**src/rtl/btn_event_ctrl.sv**
```systemverilog
// btn_event_ctrl: receive-side button handler. Raw button levels are
// synchronised, debounced and edge-detected; each press is queued as a 3-bit
// button code in a small FIFO that the CPU polls and pops through a
// single-cycle read/pop port.
//
// Optional feature: define BTN_EVENT_IRQ_EN to add a registered irq output
// that rises when the FIFO becomes non-empty or an event is lost, and falls
// when a pop leaves the FIFO empty with overflow clear.
//
// CPU port handshake: rd_en and pop_en are single-cycle strobes with no
// ready/stall; rd_data captures the pre-edge status on the rd_en edge, and a
// pop on an empty FIFO is ignored (it still clears overflow).

module btn_event_ctrl #(
  parameter int NUM_BTN         = 5,
  parameter int DEBOUNCE_CYCLES = 16,
  parameter int FIFO_DEPTH      = 4
) (
  input  logic               clk,
  input  logic               rst,
  input  logic [NUM_BTN-1:0] btn,
  input  logic               rd_en,
  input  logic               pop_en,
  output logic [31:0]        rd_data,
  output logic [NUM_BTN-1:0] btn_state,
  output logic               ev_valid
`ifdef BTN_EVENT_IRQ_EN
  ,
  output logic               irq
`endif
);

  localparam int DCW = $clog2(DEBOUNCE_CYCLES);
  localparam int AW  = $clog2(FIFO_DEPTH);
  localparam int CW  = AW + 1;

  localparam logic [DCW-1:0] DB_LAST  = DCW'(DEBOUNCE_CYCLES - 1);
  localparam logic [CW-1:0]  CNT_FULL = CW'(FIFO_DEPTH);

  // Synchroniser and debounce state
  logic [NUM_BTN-1:0] sync1_q;
  logic [NUM_BTN-1:0] sync2_q;
  logic [DCW-1:0]     db_cnt_q [NUM_BTN];
  logic [DCW-1:0]     db_cnt_d [NUM_BTN];
  logic [NUM_BTN-1:0] state_q;
  logic [NUM_BTN-1:0] state_d;

  // Press tracking
  logic [NUM_BTN-1:0] rise;
  logic [NUM_BTN-1:0] pend_q;
  logic [NUM_BTN-1:0] pend_d;
  logic [NUM_BTN-1:0] push_mask;
  logic               collision;
  logic               ovf_q;
  logic               ovf_d;

  // Event FIFO
  logic [2:0]         mem_q [FIFO_DEPTH];
  logic [AW-1:0]      wr_ptr_q;
  logic [AW-1:0]      wr_ptr_d;
  logic [AW-1:0]      rd_ptr_q;
  logic [AW-1:0]      rd_ptr_d;
  logic [CW-1:0]      count_q;
  logic [CW-1:0]      count_d;
  logic               fifo_empty;
  logic               fifo_full;
  logic               pop_fire;
  logic               push;
  logic               push_found;
  logic [2:0]         push_idx;
  logic [2:0]         head_code;

  // CPU status word
  logic [31:0]        rd_data_q;
  logic [31:0]        rd_data_d;
  logic [7:0]         state_field;
  logic [3:0]         count_field;

  assign fifo_empty = (count_q == '0);
  assign fifo_full  = (count_q == CNT_FULL);
  assign pop_fire   = pop_en & ~fifo_empty;
  assign head_code  = fifo_empty ? 3'd0 : mem_q[rd_ptr_q];

  // Two-flop synchroniser on every raw button line
  always_ff @(posedge clk or negedge rst) begin
    if (!rst) begin
      sync1_q <= '0;
      sync2_q <= '0;
    end else begin
      sync1_q <= btn;
      sync2_q <= sync1_q;
    end
  end

  // Debounce: count consecutive cycles where the synced level disagrees with
  // the accepted level; accept the change on the DEBOUNCE_CYCLES-th such cycle
  always_comb begin
    state_d = state_q;
    for (int i = 0; i < NUM_BTN; i++) begin
      db_cnt_d[i] = db_cnt_q[i];
      if (sync2_q[i] == state_q[i]) begin
        db_cnt_d[i] = '0;
      end else if (db_cnt_q[i] == DB_LAST) begin
        state_d[i]  = ~state_q[i];
        db_cnt_d[i] = '0;
      end else begin
        db_cnt_d[i] = db_cnt_q[i] + DCW'(1);
      end
    end
  end

  // Debounce counters and accepted button levels
  always_ff @(posedge clk or negedge rst) begin
    if (!rst) begin
      state_q <= '0;
      for (int i = 0; i < NUM_BTN; i++) begin
        db_cnt_q[i] <= '0;
      end
    end else begin
      state_q <= state_d;
      for (int i = 0; i < NUM_BTN; i++) begin
        db_cnt_q[i] <= db_cnt_d[i];
      end
    end
  end

  // A press is a 0->1 change of the accepted level; releases are ignored
  assign rise      = state_d & ~state_q;
  assign collision = |(rise & pend_q);

  // Pick the lowest pending button; it is pushed when a slot is free, which
  // includes the full case when a pop retires the head on the same edge
  always_comb begin
    push_found = 1'b0;
    push_idx   = 3'd0;
    for (int i = 0; i < NUM_BTN; i++) begin
      if (!push_found && pend_q[i]) begin
        push_found = 1'b1;
        push_idx   = 3'(i);
      end
    end
  end

  assign push = push_found & (~fifo_full | pop_fire);

  // Pending and overflow next state; a new press on a still-pending button
  // is the only source of overflow, and a set beats a pop-driven clear
  always_comb begin
    for (int i = 0; i < NUM_BTN; i++) begin
      push_mask[i] = push && (push_idx == 3'(i));
    end
    pend_d = (pend_q & ~push_mask) | rise;
    ovf_d  = collision | (ovf_q & ~pop_en);
  end

  // Pending presses and sticky overflow
  always_ff @(posedge clk or negedge rst) begin
    if (!rst) begin
      pend_q <= '0;
      ovf_q  <= 1'b0;
    end else begin
      pend_q <= pend_d;
      ovf_q  <= ovf_d;
    end
  end

  // FIFO pointer and occupancy next state
  always_comb begin
    wr_ptr_d = push ? wr_ptr_q + AW'(1) : wr_ptr_q;
    rd_ptr_d = pop_fire ? rd_ptr_q + AW'(1) : rd_ptr_q;
    case ({push, pop_fire})
      2'b10:   count_d = count_q + CW'(1);
      2'b01:   count_d = count_q - CW'(1);
      default: count_d = count_q;
    endcase
  end

  // FIFO storage, pointers and occupancy
  always_ff @(posedge clk or negedge rst) begin
    if (!rst) begin
      wr_ptr_q <= '0;
      rd_ptr_q <= '0;
      count_q  <= '0;
      for (int i = 0; i < FIFO_DEPTH; i++) begin
        mem_q[i] <= 3'd0;
      end
    end else begin
      wr_ptr_q <= wr_ptr_d;
      rd_ptr_q <= rd_ptr_d;
      count_q  <= count_d;
      if (push) begin
        mem_q[wr_ptr_q] <= push_idx;
      end
    end
  end

  // Status word assembled from pre-edge state; it is only captured on rd_en
  assign state_field = 8'(state_q);
  assign count_field = 4'(count_q);

  always_comb begin
    rd_data_d = rd_data_q;
    if (rd_en) begin
      rd_data_d = {15'd0, ovf_q, count_field, ~fifo_empty, head_code, state_field};
    end
  end

  // Registered CPU read data
  always_ff @(posedge clk or negedge rst) begin
    if (!rst) begin
      rd_data_q <= '0;
    end else begin
      rd_data_q <= rd_data_d;
    end
  end

  assign rd_data   = rd_data_q;
  assign btn_state = state_q;
  assign ev_valid  = ~fifo_empty;

`ifdef BTN_EVENT_IRQ_EN
  logic irq_q;
  logic irq_d;

  // Raise on empty->non-empty or a lost event; drop once a pop drains the
  // FIFO with overflow clear; a raise on the same edge wins
  always_comb begin
    irq_d = irq_q;
    if (pop_en && (count_d == '0) && !ovf_d) begin
      irq_d = 1'b0;
    end
    if ((fifo_empty && (count_d != '0)) || collision) begin
      irq_d = 1'b1;
    end
  end

  // Interrupt request register
  always_ff @(posedge clk or negedge rst) begin
    if (!rst) begin
      irq_q <= 1'b0;
    end else begin
      irq_q <= irq_d;
    end
  end

  assign irq = irq_q;
`endif

endmodule
```
**config.mk**
```make
export PLATFORM = sky130hd
export DESIGN_NAME = btn_event_ctrl
export DESIGN_NICKNAME = d
export VERILOG_FILES = /design/src/rtl/btn_event_ctrl.sv
export SDC_FILE = /design/constraint.sdc
export NUM_CORES = 1
export LEC_CHECK = 0
export BUFFER_PORTS_ARGS = -buffer_cell sky130_fd_sc_hd__buf_2
export CAP_MARGIN = 40
export CORE_AREA = 10 10 80 100
export CTS_CLUSTER_DIAMETER = 40
export DETAILED_ROUTE_END_ITERATION = 8
export DIE_AREA = 0 0 90 110
export PLACE_DENSITY = 0.76
export SLEW_MARGIN = 20
export SYNTH_ARGS = -nofsm -noshare
export SYNTH_HDL_FRONTEND = slang
export SYNTH_SLANG_ARGS = --single-unit
```
**constraint.sdc**
```tcl
create_clock -name clk -period 2.76 [get_ports clk]
set_input_delay 0.552 -clock clk [delete_from_list [all_inputs] [get_ports clk]]
set_output_delay 0.552 -clock clk [all_outputs]
set_load 0.02 [all_outputs]
```
After elaboration in Yosys (flattened, before gate mapping)
Cells that the tools add are included.

cells by class
  reduce and logical (&&, ||, !) cells = 18
  bitwise logic cells = 21
  add/sub/neg operators = 9
  order comparisons = 3
  equality and inequality tests = 17
  mux-type cells = 37

operators by type and width
  kind                                                                   number
  4-bit 2-to-1 mux                                                       10
  3-bit 2-to-1 mux                                                       7
  4-bit by 1-bit adder with 4-bit output, second input constant          5
  4-bit equality test, second input constant                             5
  1-bit 2-to-1 mux                                                       16
  5-bit AND                                                              3
  12-bit bitwise mux                                                     1
  1-bit logical AND                                                      10
  5-bit inverter                                                         2
  1-bit inverter                                                         8
  3-bit binary-select mux with 2-bit select                              1
  3-bit demux with 2-bit select                                          1
  3-bit by 2-bit equality test with 1-bit output, second input constant  2
  3-bit equality test, second input constant                             2
  3-bit greater-or-equal comparator, second input constant               2
  3-bit logical NOT                                                      2
  2-bit inverter with 3-bit output                                       2
  3-bit case mux with 2 select lines                                     1
  1-bit equality test                                                    5
  5-bit OR                                                               1
  5-bit OR reduction                                                     1
  2-bit by 1-bit adder with 2-bit output, second input constant          2
  1-bit logical NOT                                                      4
  3-bit by 1-bit adder with 3-bit output, second input constant          1
  8 further kinds                                                        11

storage, ports and cells
  input bits = 9
  flip-flop bits (word level) = 73
  output and inout bits = 38

Logic depth before layout (Yosys ltp)
Gate-level depths: netlist of the first run.

  depth after elaboration = 18
  mapped depth = 9

Worst setup path after synthesis of the first run
OpenSTA, ideal clock, no wires.

  path type = register to register
  from = register pend_q[0]
  to = register count_q[2]
  cell stages (with the launch flop) = 10
  period minus slack after synthesis = 2.297 ns
  buffers on the path = 1
  arrival time = 2.218 ns
  slack = 0.463 ns
  setup time = 0.079 ns
  cells stage by stage = dfrtp_1 -> or4_1 -> buf_4 -> o21ai_4 -> ha_1 -> inv_1 -> fa_1 -> xor2_1 -> nor2_1 -> xor2_1

between the ends
  longest elaborated chain between the ends = 16
  elaborated cells between the ends (all ways) = 18
  those cells by class = eq/ne (2); mux (6); bitwise (1); reduce/logical (9)

ends and longest elaborated chain
  item                                                                                          line  RTL
  start, declared                                                                               50    logic [NUM_BTN-1:0] pend_q;
  start signal, assigned                                                                        162   pend_q <= pend_d;
  1-bit 2-to-1 mux (*)                                                                          137   if (!push_found && pend_q[i]) begin
  1-bit logical NOT                                                                             137
  1-bit logical AND                                                                             137
  1-bit 2-to-1 mux (*)                                                                          137
  1-bit logical NOT                                                                             137
  1-bit logical AND                                                                             137
  1-bit 2-to-1 mux (*)                                                                          137
  1-bit logical NOT                                                                             137
  1-bit logical AND                                                                             137
  1-bit 2-to-1 mux (*)                                                                          137
  1-bit logical NOT                                                                             137
  1-bit logical AND                                                                             137
  1-bit 2-to-1 mux (*)                                                                          137
  1-bit AND (*)                                                                                 144   assign push = push_found & (~fifo_full | pop_fire);
  2-bit by 1-bit equality test with 1-bit output / 2-bit equality test (equally long branches)  171   case ({push, pop_fire})
  3-bit case mux with 2 select lines / 2-bit nonzero test (equally long branches)               --
  end signal, assigned                                                                          190   count_q <= count_d;
  end, declared                                                                                 63    logic [CW-1:0] count_q;

Every way passes the cells marked *; elsewhere a longest branch is shown, timed or not.
A chain may end at the register's enable or synchronous reset.

Final worst setup path of the first run
  from = register count_q[0]
  to = register count_q[2]

between the ends
  longest elaborated chain between the ends = 7
  elaborated cells between the ends (all ways) = 13
  those cells by class = add/sub (2); eq/ne (3); mux (1); bitwise (5); reduce/logical (2)

ends and longest elaborated chain
  item                                                                                          line  RTL
  3-bit logical NOT                                                                             79    assign fifo_empty = (count_q == '0);
  1-bit inverter                                                                                81    assign pop_fire = pop_en & ~fifo_empty;
  1-bit AND                                                                                     81
  1-bit OR                                                                                      144
  1-bit AND                                                                                     144
  2-bit by 1-bit equality test with 1-bit output / 2-bit equality test (equally long branches)  171
  3-bit case mux with 2 select lines / 2-bit nonzero test (equally long branches)               --

Parallel ways exist; a longest one is shown, timed or not.

==> qor.txt, run 1 <==
Outcome: completed
Remaining DRCs: 0
Met1 WL: 2360 µm
Post-Route WL: 5630 µm
Crit path largest cell delay: 670 ps
Slew Viols, Final: 0
Starting Density: 54.1%
Post-cts resize count: 0
CP required: 3030 ps
Type of the tightest min-delay check: primary input to async pin
Tightest Pin Transition: 831 ps
Worst reg2reg path depth: 8
Cells after Synth: 256
Rel. slew slack: 43.9%
Sw power: 862 µW
YS warnings: 0
Most frequent cells in the layout: dfrtp_1, buf_2, conb_1
Peak VDD IR: 0.609 mV
Port Buffers: 27
Routed Antenna Nets: 0
Setup slack, reg-to-reg: 390 ps
Switching share of power: 28.1%
Total power: 3070 µW
RSZ-0062 raised after global routing: false
CP Max Fanout: 14
Layout area overhead: 12.8%
Critical Path, Cell by Cell: or4b_4 > o21ai_4 > ha_1 > inv_1 > fa_1 > xor2_1 > nor2_1 > xor2_1
Worst r2r src: count_q[0]
Routability congestion estimate: 0.767
Vias in the first global route: 2,056
Critical R2R Capture: count_q[2]
Wire length on met3: 294 µm
Pwr dens: 833 nW/µm²
Iteration-0 DRC Markers: 131
DIE AREA: 9900 µm²
Slowest cell on the critical path: or4b_4
Final min period: 2370 ps
Die Span Y: 110 µm
Worst-Skew Late Latency: 350 ps
Yosys reg bits: 73
FMAX: 421 MHz
Clock skew: 8.04 ps
Routed met2 length: 2810 µm
Via density: 5.23
First-pass GRT wire length: 9740 µm
Routed len/inst: 14.8 µm
Hpwl dp: 4150 µm
CP arrival: 2640 ps
Synth Cell Area: 3270 µm²
Hold WS: 89.1 ps
Die W: 90 µm
Most used cell, CP: xor2_1
Router iterations before antenna repair: 4
H-tree depth: 3
Num ports: 47
Clock power frac: 34.1%
Largest net degree at the start of global routing: 31
Commonest non-fill, non-tap cell in the layout: dfrtp_1
Avg Inst Size Synth: 12.8 µm²
N_diodes: 0
Top Metal Used: met4
Int Power: 2210 µW
Core area: 6050 µm²
GRT Util Overall: 12.2%
Hold buffer count at cts: 0
Non-Filler Instances: 379
CP Launch Type: register
Synth unique cells: 38
Inserted Clock Buffers: 9
Setup violations, final: 0
Fin. Hold Viols: 0
Deepest clock path buffer count: 2
Nets@finish: 309
Setup TNS: 0 ps
FP Rows: 32
Postcts setup bufs: 0
Root buffer cell: clkbuf_8
Grt total ovfl: 0
Antenna violations before repair: 0
Final core occ: 61.1%
Sequential Power Share: 45.6%
Max-cap check violation count: 0
Proportion of layout cells with a drive suffix above 1: 23.8%
Vias: 1,983
Clk slew on worst S/H paths: 70 ps
CP Capture Type: register
Comb power frac: 20.3%
WS Path Type: register to register
CTS Sinks: 73
Fin crit share: 86.0%
Inst Count DP: 363
Post-synthesis sequential area ratio: 55.8%
CTS tree: built
Lkg Pwr: 0.00174 µW
## cell usage after synthesis
library cell | count | area (µm²)
a31oi_1 | 11 | 68.8
a311oi_1 | 6 | 52.6
or4b_4 | 1 | 13.8
nor2b_1 | 6 | 37.5
xnor2_1 | 13 | 114
inv_1 | 13 | 48.8
mux2i_1 | 1 | 10.0
o31ai_1 | 1 | 7.51
o32ai_1 | 2 | 17.5
nand3_1 | 9 | 45.0
ha_1 | 10 | 125
buf_4 | 21 | 158
mux4_2 | 3 | 67.6
o211ai_2 | 4 | 50.1
and2_1 | 1 | 6.26
fa_1 | 1 | 20.0
or4_1 | 2 | 15.0
xor2_1 | 3 | 26.3
o22ai_1 | 1 | 6.26
or3_1 | 1 | 6.26
mux2_1 | 9 | 101
o21ai_4 | 1 | 16.3
nand4b_1 | 2 | 17.5
o21ai_0 | 11 | 55.1
buf_1 | 2 | 7.51
clkbuf_1 | 3 | 11.3
conb_1 | 1 | 3.75
mux2_2 | 15 | 169
nor3b_1 | 2 | 15.0
nand2b_1 | 6 | 37.5
nor2_1 | 7 | 26.3
nor3_1 | 2 | 10.0
o41ai_1 | 1 | 8.76
a21oi_1 | 5 | 25.0
nand3b_1 | 2 | 15.0
dfrtp_1 | 73 | 1830
a21o_1 | 3 | 22.5
nor4b_1 | 1 | 8.76
## layout make-up
cell class,instances,area [µm²]
clock buffer,12,165
timing repair buffer,30,158
sequential,73,1830
tap,85,106
clock inverter,4,97.6
multi-input combinational,162,1290
fill,462,2350
inverter,13,48.8
## critical path: cells and delay by family, from the launching register on
family                     cells  cell delay [ps]
xor gates and xnor gates       2              310
AOI/OAI and AO/OA              1              120
and+or+nand+nor                2              790
buffers and inverters          1               60
adders and majority gates      2              580
DFF                            1              440
## per-stage QoR
| step | setup WS [ps] | instance area, µm² |
|---|---|---|
| floorplan | 463 | 3340 |
| global placement | 263 | 3430 |
| detailed placement | 208 | 3430 |
| CTS | 374 | 3690 |
| global route | 241 | 3690 |
| finish | 386 | 3690 |
## state kept, by name (all words and copies together), names as in the netlist
register   cells
sync2_q        5
pend_q         5
ovf_q          1
sync1_q        5
count_q        3
rd_ptr_q       2
btn_state      5
mem_q         12
wr_ptr_q       2
rd_data       13
db_cnt_q      20
## cell families (layout without fill, tap and decap cells)
logic type               count (synthesis)  in the layout  share of synthesized area, %
other                                    1             19                         0.115
AND/OR/NAND/NOR                         42             42                          7.76
multiplexers                            28             28                          10.6
buffers and inverters                   39             59                          6.88
AO/OA/AOI/OAI                           46             46                          10.1
XOR/XNOR                                16             16                          4.28
adder cells (fa/ha/maj)                 11             11                          4.43
flip-flops                              73             73                          55.8
## worst max path at each step
stage                     depth (start not counted)  slack (ps)         end       start
after global routing                              8         240  count_q[2]   pend_q[0]
after CTS                                         8         370  count_q[2]  count_q[0]
final                                             8         390  count_q[2]  count_q[0]
after global placement                            9         260  count_q[2]      pop_en
after floorplan                                   9         460  count_q[2]   pend_q[0]
after detailed placement                          9         210  count_q[2]      pop_en
## per-layer routing
layer  up-vias  track usage [%]
met5         -                0
met4         0             7.63
met3        14             4.06
met2        49             20.2
met1       972             13.5
li1        948                -
## power by group through the flow
stage,logic (µW),clock network (µW),registers [µW]
floorplan,465,0,1430
global placement,613,0,1410
detailed placement,633,0,1420
CTS,636,1070,1400
global route,698,1130,1430
finish,625,1050,1400
Power figures use the tool's default switching activity.
==> run 2, diff against run 1 <==
- CELL_PAD_IN_SITES_DETAIL_PLACEMENT: not set -> 1
- CELL_PAD_IN_SITES_GLOBAL_PLACEMENT: not set -> 1
- CORE_AREA: 10 10 80 100 -> 10 10 87 108
- DIE_AREA: 0 0 90 110 -> 0 0 97 118
- PLACE_DENSITY: 0.76 -> not set
- PLACE_DENSITY_LB_ADDON: not set -> 0.1
- clock period: 2.76 -> 2.2 ns (I/O delays scaled with it)
==> qor.txt, run 2 (synthesis gave the netlist of run 1 again) <==
Nets@finish: 323 (+4.5%)
Largest reg by FF count: db_cnt_q
Peak VDD IR: 0.405 mV (-33%)
Grt total ovfl: 0 (unchanged)
DP Area: 3540 µm² (+3.4%)
Dpl ws: -23.4 ps (-231 ps)
Outcome: complete, but fails checks
Fin crit share: 101% (+15 points)
Critical Path, Cell by Cell: or4_4 > o21ai_4 > ha_4 > inv_2 > fa_2 > xor2_1 > nor2_1 > xor2_1
Most frequent cells in the layout: dfrtp_1, buf_2, conb_1
Tightest Pin Transition: 503 ps (-327 ps)
Hpwl dp: 4630 µm (+12%)
Remaining DRCs: 0 (unchanged)
Commonest non-fill, non-tap cell in the layout: dfrtp_1
Inserted Clock Buffers: 9 (unchanged)
Vias: 2,078 (+4.8%)
Type of the tightest min-delay check: primary input to async pin
CP Max Fanout: 2 (-12)
Die W: 97 µm (+7.8%)
Pwr dens: 1010 nW/µm² (+21%)
Layout area overhead: 15.9%
Setup violations, final: 1 (+1)
Via density: 5.20 (-0.71%)
N_diodes: 0 (unchanged)
Final WS setup: -16.2 ps (-402 ps)
Most used cell, CP: xor2_1
Final min period: 2220 ps (-158 ps)
CTS Sinks: 73 (unchanged)
Starting Density: 44.8% (-9.4 points)
Clock skew: 10.1 ps (+2.02 ps)
Final core occ: 51.9% (-9.2 points)
CP top delay family: simple AND/OR/NAND/NOR gates
CTS tree: built
CP arrival: 2490 ps (-150 ps)
First-pass GRT wire length: 11,400 µm (+17%)
H-tree depth: 3 (unchanged)
Deepest clock path buffer count: 2 (unchanged)
Vias in the first global route: 2,273 (+11%)
Router iterations before antenna repair: 4 (unchanged)
Die Span Y: 118 µm (+7.3%)
Largest net degree at the start of global routing: 74 (+140%)
Rel. slew slack: 66.2% (+22 points)
Antenna violations before repair: 0 (unchanged)
Sum of buffers and inverters on the critical path: 1 (unchanged)
Routed Antenna Nets: 0 (unchanged)
CP required: 2480 ps (-550 ps)
Slew Viols, Final: 0 (unchanged)
Fin. Hold Viols: 0 (unchanged)
FP Rows: 35 (+9.4%)
Slowest cell on the critical path: or4_4
CP Capture Type: register
Routed len/inst: 16.9 µm (+14%)
Iteration-0 DRC Markers: 24 (-82%)
Proportion of layout cells with a drive suffix above 1: 28.2% (+4.4 points)
FMAX: 451 MHz (+7.1%)
Root buffer cell: clkbuf_8
Clk slew on worst S/H paths: 80 ps (about the same)
Port Buffers: 27 (unchanged)
RSZ-0062 raised after global routing: true
Failing checks: setup timing
DIE AREA: 11,400 µm² (+16%)
Max reg flops: 20 (unchanged)
GRT Util Overall: 12.1% (-0.073 points)
Max-cap check violation count: 0 (unchanged)
Crit path largest cell delay: 560 ps (-110 ps)
WS Path Type: register to register
Setup TNS: -16.2 ps (-16.2 ps)
Lkg Pwr: 0.00180 µW (+3.1%)
Worst-Skew Late Latency: 350 ps (about the same)
Core area: 7310 µm² (+21%)
Num ports: 47 (unchanged)
Post-Route WL: 6770 µm (+20%)
Routability congestion estimate: 0.763 (-0.59%)
CP Launch Type: register
Finished Cell Area: 3790 µm² (+2.7%)
[run 2: worst paths after layout]
check / from / endpoint / slack [ps] / cells past startpoint
setup / recovery: pend_q[2] / count_q[2] / -20 / 8
hold / removal: rst / mem_q[10] / 110 / 2
setup reg to reg: pend_q[2] / count_q[2] / -20 / 8
hold reg to reg: sync1_q[4] / sync2_q[4] / 350 / 0
max in group asynchronous: rst / btn_state[1] / 1780 / 2
min in group clk: btn[1] / sync1_q[1] / 190 / 1
[run 2: per-layer routing]
| metal | vias to the layer above | wire, µm | global-route usage (%) |
|---|---|---|---|
| li1 | 967 | - | - |
| met1 | 1068 | 2800 | 13.4 |
| met2 | 33 | 3550 | 20.5 |
| met3 | 10 | 310 | 4.05 |
| met4 | 0 | 116 | 5.55 |
| met5 | - | 0 | 0 |
[run 2: metrics by stage]
stage / total power [µW] / std cells / hold slack, ps
5_1_grt: 4050 / 400 / 126
3_3_place_gp: 2630 / 382 / 332
3_5_place_dp: 2670 / 382 / 336
6_report: 3810 / 400 / 114
2_1_floorplan: 2380 / 274 / 144
4_1_cts: 3850 / 398 / 117
[run 2: worst register-to-register path, delay by kind of cell, from the launching register on]
| family | cells | cell delay [ps] |
|---|---|---|
| and+or+nand+nor | 2 | 750 |
| adders and majority gates | 2 | 490 |
| DFF | 1 | 390 |
| xor gates and xnor gates | 2 | 310 |
| AOI/OAI and AO/OA | 1 | 180 |
| buffers and inverters | 1 | 40 |
[run 2: final cells by class]
| type | count | area (µm²) |
|---|---|---|
| repair buffers | 44 | 275 |
| flip-flops and latches | 73 | 1830 |
| well taps | 92 | 115 |
| multi-input cells | 162 | 1310 |
| fillers | 799 | 3520 |
| clock inverters | 6 | 91.3 |
| inverters | 13 | 48.8 |
| clock buffers | 10 | 128 |
[run 2: timing repair]
| item | CTS | global route |
|---|---|---|
| pin swaps | 2 | 2 |
| setup endpoints to repair | 1 | 1 |
| resized for setup | 1 | 2 |
| hold buffers | 0 | 0 |
| buffers inserted | 0 | 2 |
| gates cloned | 0 | 0 |
[run 2: power breakdown]
part / leakage (µW) / switching [µW] / internal, µW
registers: 0.000938 / 174 / 1560
logic: 0.000748 / 475 / 430
clock network: 0.000111 / 522 / 645
total: 0.00180 / 1170 / 2640
==> run 3, diff against run 2 <==
- CORE_AREA: 10 10 87 108 -> 10 10 91 113
- DIE_AREA: 0 0 97 118 -> 0 0 101 123
- clock period: 2.2 -> 1.85 ns (I/O delays scaled with it)
==> qor.txt, run 3 (synthesis gave the netlist of run 1 again) <==
Fin. Hold Viols: 0 (unchanged)
Largest net degree at the start of global routing: 74 (unchanged)
CP Launch Type: register
Nets@finish: 328 (+1.5%)
Starting Density: 40.4% (-4.4 points)
Clk slew on worst S/H paths: 80 ps (about the same)
Max reg flops: 20 (unchanged)
Port Buffers: 27 (unchanged)
Proportion of layout cells with a drive suffix above 1: 30.4% (+2.1 points)
Peak VDD IR: 0.673 mV (+66%)
Num ports: 47 (unchanged)
CP arrival: 2330 ps (-160 ps)
Non-Filler Instances: 410 (+2.5%)
Largest reg by FF count: db_cnt_q
Type of the tightest min-delay check: primary input to async pin
Die W: 101 µm (+4.1%)
Commonest non-fill, non-tap cell in the layout: dfrtp_1
CTS tree: built
Inst Count DP: 390 (+2.1%)
CP required: 2090 ps (-390 ps)
WS Path Type: register to register
Root buffer cell: clkbuf_8
Worst r2r src: pend_q[2]
Routed Antenna Nets: 0 (unchanged)
Failing checks: setup timing
DIE AREA: 12,400 µm² (+8.5%)
Setup slack, reg-to-reg: -240 ps (-220 ps)
Deepest clock path buffer count: 2 (unchanged)
Routability congestion estimate: 0.716 (-6.2%)
RSZ-0062 raised after global routing: true
Slew Viols, Final: 0 (unchanged)
Vias in the first global route: 2,281 (+0.35%)
Final WS setup: -240 ps (-224 ps)
Lkg Pwr: 0.00182 µW (+1.5%)
Max-cap check violation count: 0 (unchanged)
Inserted Clock Buffers: 9 (unchanged)
Post-Route WL: 6640 µm (-2.0%)
Most frequent cells in the layout: dfrtp_1, buf_2, conb_1, buf_4, mux2_2
Via density: 5.02 (-3.4%)
Setup violations, final: 3 (+2)
Die Span Y: 123 µm (+4.2%)
CP Max Fanout: 2 (unchanged)
Worst setup path end: count_q[2]
Worst reg2reg path depth: 8 (unchanged)
Pwr dens: 1170 nW/µm² (+16%)
Antenna violations before repair: 0 (unchanged)
GRT Util Overall: 11.6% (-0.49 points)
FMAX: 478 MHz (+6.0%)
Final core occ: 47.7% (-4.1 points)
Vias: 2,057 (-1.0%)
Grt total ovfl: 0 (unchanged)
Fin crit share: 113% (+12 points)
Worst Setup SP: pend_q[2]
Hpwl dp: 4660 µm (+0.71%)
Remaining DRCs: 0 (unchanged)
Router iterations before antenna repair: 2 (-2)
Worst-Skew Late Latency: 350 ps (about the same)
Critical R2R Capture: count_q[2]
Outcome: complete, but fails checks
Layout area overhead: 18.1%
Clock skew: 7.59 ps (-2.47 ps)
Core area: 8100 µm² (+11%)
Iteration-0 DRC Markers: 53 (+120%)
First-pass GRT wire length: 11,400 µm (-0.60%)
Hold buffer count at cts: 0 (unchanged)
Routed len/inst: 16.2 µm (-4.4%)
Setup TNS: -421 ps (-405 ps)
CP Capture Type: register
N_diodes: 0 (unchanged)
FP Rows: 37 (+5.7%)
H-tree depth: 3 (unchanged)
Final min period: 2090 ps (-126 ps)
CTS Sinks: 73 (unchanged)
[run 3: changes by cell type in the layout (fill, tap and decap cells not counted), sizes merged]
cell | previous run | this run
buf | 44 | 49
bufinv | 2 | 1
clkinv | 3 | 4
clkinvlp | 0 | 1
inv | 14 | 13
[run 3: timing repair]
action / 4_1_cts / 5_1_grt
buffers inserted: 3 / 1
gates resized for setup: 9 / 3
pin swaps: 3 / 1
setup endpoints to repair: 6 / 8
[run 3: through the flow]
stage                     setup slack (ps)  hold WS [ps]  power (µW)  area [µm²]
after floorplan                       -424          74.4        2840        3350
after global placement                -317           332        3160        3580
after detailed placement              -342           338        3200        3580
after CTS                             -256          26.7        4570        3830
after global routing                  -351          45.8        4810        3870
final                                 -240          23.7        4510        3870
[run 3: worst min path at each step]
stage | end | slack [ps] | cells after the start
2_1_floorplan | btn_state[0] | 70 | 0
3_3_place_gp | sync2_q[3] | 330 | 0
3_5_place_dp | sync2_q[4] | 340 | 0
4_1_cts | rd_data[8] | 30 | 2
5_1_grt | rd_data[9] | 50 | 2
6_report | mem_q[3] | 20 | 2
[run 3: report_power, final]
part,switching [µW],internal (µW)
registers,196,1860
clock network,596,650
logic,601,602
[run 3: cell type report]
class	count	area, µm²
Sequential cell	73	1830
Tap cell	97	121
Clock inverter	6	57.6
Inverter	13	48.8
Timing Repair Buffer	49	333
Fill cell	849	4240
Multi-Input combinational cell	162	1340
Clock buffer	10	138
[run 3: routing by layer]
| metal | wire [µm] | up-vias | global-route usage (%) |
|---|---|---|---|
| met4 | 127 | 0 | 6.28 |
| met1 | 2740 | 1044 | 13.0 |
| met2 | 3480 | 31 | 19.3 |
| met5 | 0 | - | 0 |
| li1 | - | 972 | - |
| met3 | 291 | 10 | 3.74 |
[run 3: worst max-delay path: stages (launching register included)]
cell and delay [ps]:
dfrtp_1 380, or4_4 550, o21ai_4 170, ha_4 150, inv_2 30, fa_2 330
xor2_1 140, nor2_1 60, xor2_1 150
